### src/rtl/logic_unit_serial.sv
// logic_unit_serial: multi-cycle AND/OR/XOR/NOR unit processing CHUNK bits per cycle, LSB slice first
//   clk, reset            : rising-edge clock, synchronous active-high reset
//   start, op, inpA, inpB : request and operands, sampled when ready=1
//   ready, done, result   : handshake, one-cycle completion pulse, registered result
//   zero                  : result==0 flag, present only with LOGIC_UNIT_ZERO_FLAG_EN
module logic_unit_serial #(
    parameter int WIDTH = 32,
    parameter int CHUNK = 8
) (
    input  logic             clk,
    input  logic             reset,
    input  logic             start,
    input  logic [1:0]       op,
    input  logic [WIDTH-1:0] inpA,
    input  logic [WIDTH-1:0] inpB,
    output logic             ready,
    output logic             done,
`ifdef LOGIC_UNIT_ZERO_FLAG_EN
    output logic             zero,
`endif
    output logic [WIDTH-1:0] result
);
    localparam int N  = WIDTH / CHUNK;
    localparam int CW = N > 1 ? $clog2(N) : 1;
    typedef enum logic [1:0] {IDLE, BUSY, DONE} state_t;
    state_t state_q, state_d;
    logic [CW-1:0] cnt_q, cnt_d;
    logic [1:0] op_q, op_d;
    logic [WIDTH-1:0] a_q, a_d, b_q, b_d, wres_q, wres_d, result_q, result_d;
    logic done_q, done_d;
    logic [CHUNK-1:0] sa, sb, slice_res;
    logic accept, last;
`ifdef LOGIC_UNIT_ZERO_FLAG_EN
    logic zero_q, zero_d;
`endif
    assign accept = start && state_q != BUSY;
    assign last   = state_q == BUSY && cnt_q == CW'(N - 1);
    always_ff @(posedge clk) begin
        if (reset) begin
            state_q  <= IDLE;
            cnt_q    <= '0;
            op_q     <= '0;
            a_q      <= '0;
            b_q      <= '0;
            wres_q   <= '0;
            result_q <= '0;
            done_q   <= 1'b0;
`ifdef LOGIC_UNIT_ZERO_FLAG_EN
            zero_q   <= 1'b1;
`endif
        end else begin
            state_q  <= state_d;
            cnt_q    <= cnt_d;
            op_q     <= op_d;
            a_q      <= a_d;
            b_q      <= b_d;
            wres_q   <= wres_d;
            result_q <= result_d;
            done_q   <= done_d;
`ifdef LOGIC_UNIT_ZERO_FLAG_EN
            zero_q   <= zero_d;
`endif
        end
    end
    always_comb begin
        state_d = state_q;
        if (state_q == BUSY)
            state_d = last ? DONE : BUSY;
        else
            state_d = start ? BUSY : IDLE;
    end
    always_comb begin
        sa = a_q[cnt_q*CHUNK +: CHUNK];
        sb = b_q[cnt_q*CHUNK +: CHUNK];
        slice_res = op_q == 2'd0 ? sa & sb :
                    op_q == 2'd1 ? sa | sb :
                    op_q == 2'd2 ? sa ^ sb : ~(sa | sb);
        op_d     = accept ? op : op_q;
        a_d      = accept ? inpA : a_q;
        b_d      = accept ? inpB : b_q;
        cnt_d    = accept ? '0 : (state_q == BUSY && !last) ? cnt_q + CW'(1) : cnt_q;
        wres_d   = wres_q;
        if (state_q == BUSY)
            wres_d[cnt_q*CHUNK +: CHUNK] = slice_res;
        // the final slice is merged combinationally so result never shows a partial word
        result_d = last ? wres_d : result_q;
        done_d   = last;
`ifdef LOGIC_UNIT_ZERO_FLAG_EN
        zero_d   = last ? (wres_d == '0) : zero_q;
`endif
    end
    always_comb begin
        ready  = state_q != BUSY;
        done   = done_q;
        result = result_q;
`ifdef LOGIC_UNIT_ZERO_FLAG_EN
        zero   = zero_q;
`endif
    end
endmodule
### config.mk
export PLATFORM = sky130hd
export DESIGN_NAME = logic_unit_serial
export DESIGN_NICKNAME = d
export VERILOG_FILES = /design/src/rtl/logic_unit_serial.sv
export SDC_FILE = /design/constraint.sdc
export NUM_CORES = 1
export LEC_CHECK = 0
export CAP_MARGIN = 20
export CORE_MARGIN = 8
export CORE_UTILIZATION = 40
export DETAILED_ROUTE_END_ITERATION = 7
export GPL_ROUTABILITY_DRIVEN = 0
export PLACE_DENSITY_LB_ADDON = 0.08
export SETUP_SLACK_MARGIN = 0.1
export SLEW_MARGIN = 10
export SYNTH_ARGS = -nofsm -noshare
export SYNTH_HDL_FRONTEND = slang
export SYNTH_SLANG_ARGS = --single-unit
### constraint.sdc
create_clock -name clk -period 3.6 [get_ports clk]
set_clock_uncertainty 0.15 [all_clocks]
set_input_delay 0.72 -clock clk [delete_from_list [all_inputs] [get_ports clk]]
set_output_delay 0.72 -clock clk [all_outputs]
set_load 0.02 [all_outputs]
* Word-level counts from Yosys, hierarchy flattened *
Cells that the tools add are included.

word-level totals
  bits in writable memories = 0
  memories kept = 0
  latch bits = 0
  logic and storage cells = 37
  register bits = 135
  bits of input ports = 69
  ROM bits = 0
  output and inout bits = 34

cells by class
  add/sub/neg operators = 2
  bitwise logic cells = 4
  shift operators = 4
  reductions and logical operators = 6
  div/mod/pow operators = 0
  order comparisons = 0
  equal/unequal tests = 5
  multiply operators = 0
  muxes and demuxes = 8

operator list
  cell                                                                      count
  32-bit by 6-bit variable part select with 8-bit output                    2
  5-bit negator with 34-bit output                                          1
  8-bit by 34-bit variable shift with 32-bit output (first input constant)  1
  8-bit by 34-bit variable part select with 32-bit output                   1
  32-bit bitwise mux                                                        1
  32-bit 2-to-1 mux                                                         1
  8-bit 2-to-1 mux                                                          3
  8-bit AND                                                                 1
  8-bit inverter                                                            1
  8-bit bitwise OR                                                          1
  8-bit XOR                                                                 1
  2-bit by 1-bit == test with 1-bit output (second input constant)          2
  2-bit == test (second input constant)                                     2
  2-bit 2-to-1 mux                                                          2
  1-bit logical AND                                                         3
  2-bit by 1-bit adder with 2-bit output (second input constant)            1
  2-bit logical NOT                                                         1
  2-bit by 1-bit != test with 1-bit output (second input constant)          1
  2-bit OR reduction                                                        1
  1-bit logical NOT                                                         1
  1-bit 2-to-1 mux                                                          1

* Depth between registers and ports, before layout *
  word-level depth = 9
  gate-level depth with buffers = 8

* Least setup slack after synthesis *
OpenSTA, ideal clock, no wires.

  kind = register to register
  from = register cnt_q[0]
  to = register result_q[18], in the netlist result[18]
  buffers on the path = 1
  cell stages (with the launch flop) = 8
  arrival time = 2380 ps
  data required time = 3368 ps
  setup slack = 988 ps
  path through = dfxtp_1 -> buf_1 -> mux4_2 -> inv_1 -> ha_1 -> inv_1 -> mux4_2 -> o211ai_1

between the ends
  longest elaborated chain between the ends = 9
  elaborated cells on any way between the ends = 16

RTL lines
  what                                                                       line    RTL
  start: declaration                                                         27      logic [CW-1:0] cnt_q, cnt_d;
  start signal: assignment                                                   53      cnt_q <= cnt_d;
  32-bit by 6-bit variable part select with 8-bit output (on tied branches)  73, 74
  8-bit bitwise OR                                                           76, 77
  8-bit inverter                                                             77      op_q == 2'd2 ? sa ^ sb : ~(sa | sb);
  8-bit 2-to-1 mux                                                           77
  8-bit 2-to-1 mux                                                           76      op_q == 2'd1 ? sa | sb :
  8-bit 2-to-1 mux                                                           75      slice_res = op_q == 2'd0 ? sa & sb :
  8-bit by 34-bit variable part select with 32-bit output                    84      wres_d[cnt_q*CHUNK +: CHUNK] = slice_res;
  32-bit bitwise mux                                                         84
  32-bit 2-to-1 mux                                                          83      if (state_q == BUSY)
  end signal: assignment                                                     58      result_q <= result_d;
  end: declaration                                                           29      logic [WIDTH-1:0] a_q, a_d, b_q, b_d, wres_q, wres_d, result_q, result_d;

Several ways; a longest one is shown, not always the timed one.
A chain may end at the register's enable or synchronous reset.

* Final worst setup path *
  from = register state_q[0]
  to = output port ready

between the ends
  longest elaborated chain between the ends = 1

RTL lines
  what                                      line  RTL
  start: declaration                        26    state_t state_q, state_d;
  start signal: assignment                  52    state_q <= state_d;
  2-bit by 1-bit != test with 1-bit output  93    ready = state_q != BUSY;
  end: declaration                          16    output logic ready,

No other way between the ends.

==> flow_summary.yaml <==
placement:
  hpwl_mm: 11.16
  dpl_worst_slack_ns: 0.8085
  port_buffers: 102
cts:
  cts_setup_buffers: 0
  cts.sinks: 127
  htreeDepth: 4
  tritoncts: "done"
  cts-buffers-inserted: 17
  cts-resized-gates: 0
  root_buffer: "clkbuf_16"
  clk_pin_slew_ns: 0.05
  postCtsHoldBufs: 0
  insertion_delay_ns: 0.41
  clock_path_buffers: 2
min_path:
  hp-class: "reg -> reg"
grt:
  grt_pass1_vias: 5038
  grt_pass1_wl_mm: 25.80
  overflow: 0
  grt_use_total_pct: 17.69
  antenna_found_initial: 0
  grt_max_degree: 68
detailed_routing:
  postRouteAntennaNets: 0
  dr_total_vias: 4997
  wl_per_cell_um: 17.64
  drc: 0
  vias_per_cell: 5.515
  drtIter0Drc: 283
  wirelength_mm: 15.99
  first_pass_iters: 5
timing:
  fmax_mhz: 359.5
  rsz0062_at_grt: "false"
  setup_tns_ns: 0
  slew_headroom_pct: 45.24
  min_period_ns: 2.782
  hold_viol: 0
  setup_slack_ns: 0.8185
  slew_viol_final: 0
  worst_pin_slew_ns: 0.8214
  fin_crit_sh_pct: 77.26
  finalSetupViolCount: 0
flow_run:
  maxCapViolCount: 0
synth:
  netlist_instances: 639
  ys_ff_latch: 127
  ys_types: 27
  synth_fp_nets: 737
  seq_area_frac_synth_pct: 43.77
  yosys_warnings: 0
  syn_area_sq_um: 5808
  syn_area_per_cell_sq_um: 9.089
setup_path:
  cp-start-kind: "register"
  path_class: "reg -> out"
  end_kind: "output port"
  required_ns: 2.73
  cp.arrival_ns: 1.91
  crit_fanout: 15
power_and_ir_drop:
  comb_power_share_pct: 11.2
  netSwitchingPower_uw: 847.3
  intPower_uw: 2742
  seq_power_share_pct: 41.7
  ir_drop_mv: 0.3365
  power_density_nw_per_um2: 479.7
  leakage_uw: 0.002607
  power_uw: 3589
  p_clk_share_pct: 47.1
  swShare_pct: 23.61
die:
  boundaryPins: 103
  die_w_um: 136.5
  die_h_um: 136.5
  num_rows: 44
  coreArea_sq_um: 14370
  dieArea_sq_um: 18630
  start_util_pct: 40.42
cells_and_area:
  nets: 808
  area_growth_pct: 28.85
  diodes: 0
  fin_util_pct: 52.08
  drive_above_1_share_pct: 9.972
status:
  status: "finished, final reports clean"
==> area by class of cell <==
cell class                      instances  area, sq um
Clock buffer                           26        509.2
Clock inverter                          5        77.57
Fill cell                            1339         6885
Inverter                               45        168.9
Multi-Input combinational cell        406         2849
Sequential cell                       127         2542
Tap cell                              184        230.2
Timing Repair Buffer                  113         1106
==> per-layer routing <==
layer	global-route usage, %	up-vias	share of wire [%]
li1	-	2457	-
met1	22.14	2376	46
met5	0	-	0
met4	6.589	0	2.0
met2	28.08	141	47
met3	5.433	23	5.1
==> placed cells by master, fill, tap and decap left out <==
cell type and instances:
nand3_1 140, dfxtp_1 127, clkdlybuf4s50_1 100, o21ai_1 81
a21oi_1 70, inv_1 42, ha_1 29, o211ai_1 26
mux4_2 24, clkbuf_16 17, buf_4 10, o21ai_0 9
nand3b_1 5, clkbuf_8 5, nand4_1 4, o2bb2ai_1 4
o2bb2ai_2 4, clkbuf_1 4, inv_2 3, nor4bb_1 2
clkinv_2 2, bufinv_16 2, buf_2 2, nor2b_4 1
and4bb_1 1, or4b_1 1, nor3b_1 1, and3b_1 1
or3b_1 1, nand2b_1 1, nand2_1 1, clkinvlp_4 1
buf_12 1
==> power groups by stage <==
stage	Clock [uW]	Sequential (uW)	Combinational (uW)
detailed placement	0	1520	405
floorplan	0	1500	265
global route	1790	1500	445
global placement	0	1520	392
CTS	1720	1490	406
finish	1690	1500	402
==> state kept, by name (all words and copies together) (netlist names) <==
name	flops
a_q	32
b_q	32
cnt_q	2
done	1
op_q	2
result	32
state_q	2
wres_q	24
==> path summary, 6_finish.rpt <==
path              start          to  slack (ns)  cells past startpoint
max          state_q[0]       ready        0.82                      3
min          wres_q[20]  wres_q[20]        0.31                      2
max reg2reg    cnt_q[0]  result[22]        0.84                      7
min reg2reg  wres_q[20]  wres_q[20]        0.31                      2
==> per-stage QoR <==
stage               hold WS [ns]  std cells  instance area [sq um]
finish                    0.3101        906                   7483
global placement          0.2979        875                   6897
global route              0.3298        906                   7483
floorplan                 0.2913        639                   5808
detailed placement        0.3041        875                   6897
CTS                       0.3120        906                   7483
==> cells in the mapped netlist, drive strengths merged <==
cell       n  area [sq um]
nand3b     5         37.54
nor4bb     2         20.02
inv       45         168.9
nand4      4         25.02
nand3    140         700.7
ha        29         362.9
o2bb2ai    8         95.09
nand2      1         3.750
dfxtp    127          2542
buf       28         131.4
or4b       1         10.01
nand2b     1         6.260
nor2b      1         6.260
clkbuf    33         123.9
and3b      1         8.760
o211ai    26         195.2
nor3b      1         7.510
a21oi     70         350.3
mux4      24         540.5
o21ai     90         450.4
or3b       1         8.760
and4bb     1         12.51
==> critical path: stages (launching register included) <==
cell and delay, ns:
dfxtp_1 0.44, nor2b_4 0.43, inv_2 0.07, clkdlybuf4s50_1 0.55
==> cells by family (layout without fill, tap and decap cells) <==
kind of cell / count (synthesis) / after routing / synth area share, %
AO/OA/AOI/OAI: 194 / 194 / 18.79
adder cells (fa/ha/maj): 29 / 29 / 6.247
buffers and inverters: 106 / 189 / 7.303
flip-flops: 127 / 127 / 43.77
multiplexers: 24 / 24 / 9.306
AND/OR/NAND/NOR: 159 / 159 / 14.58
No activity file was read; power rests on OpenSTA's default activity.
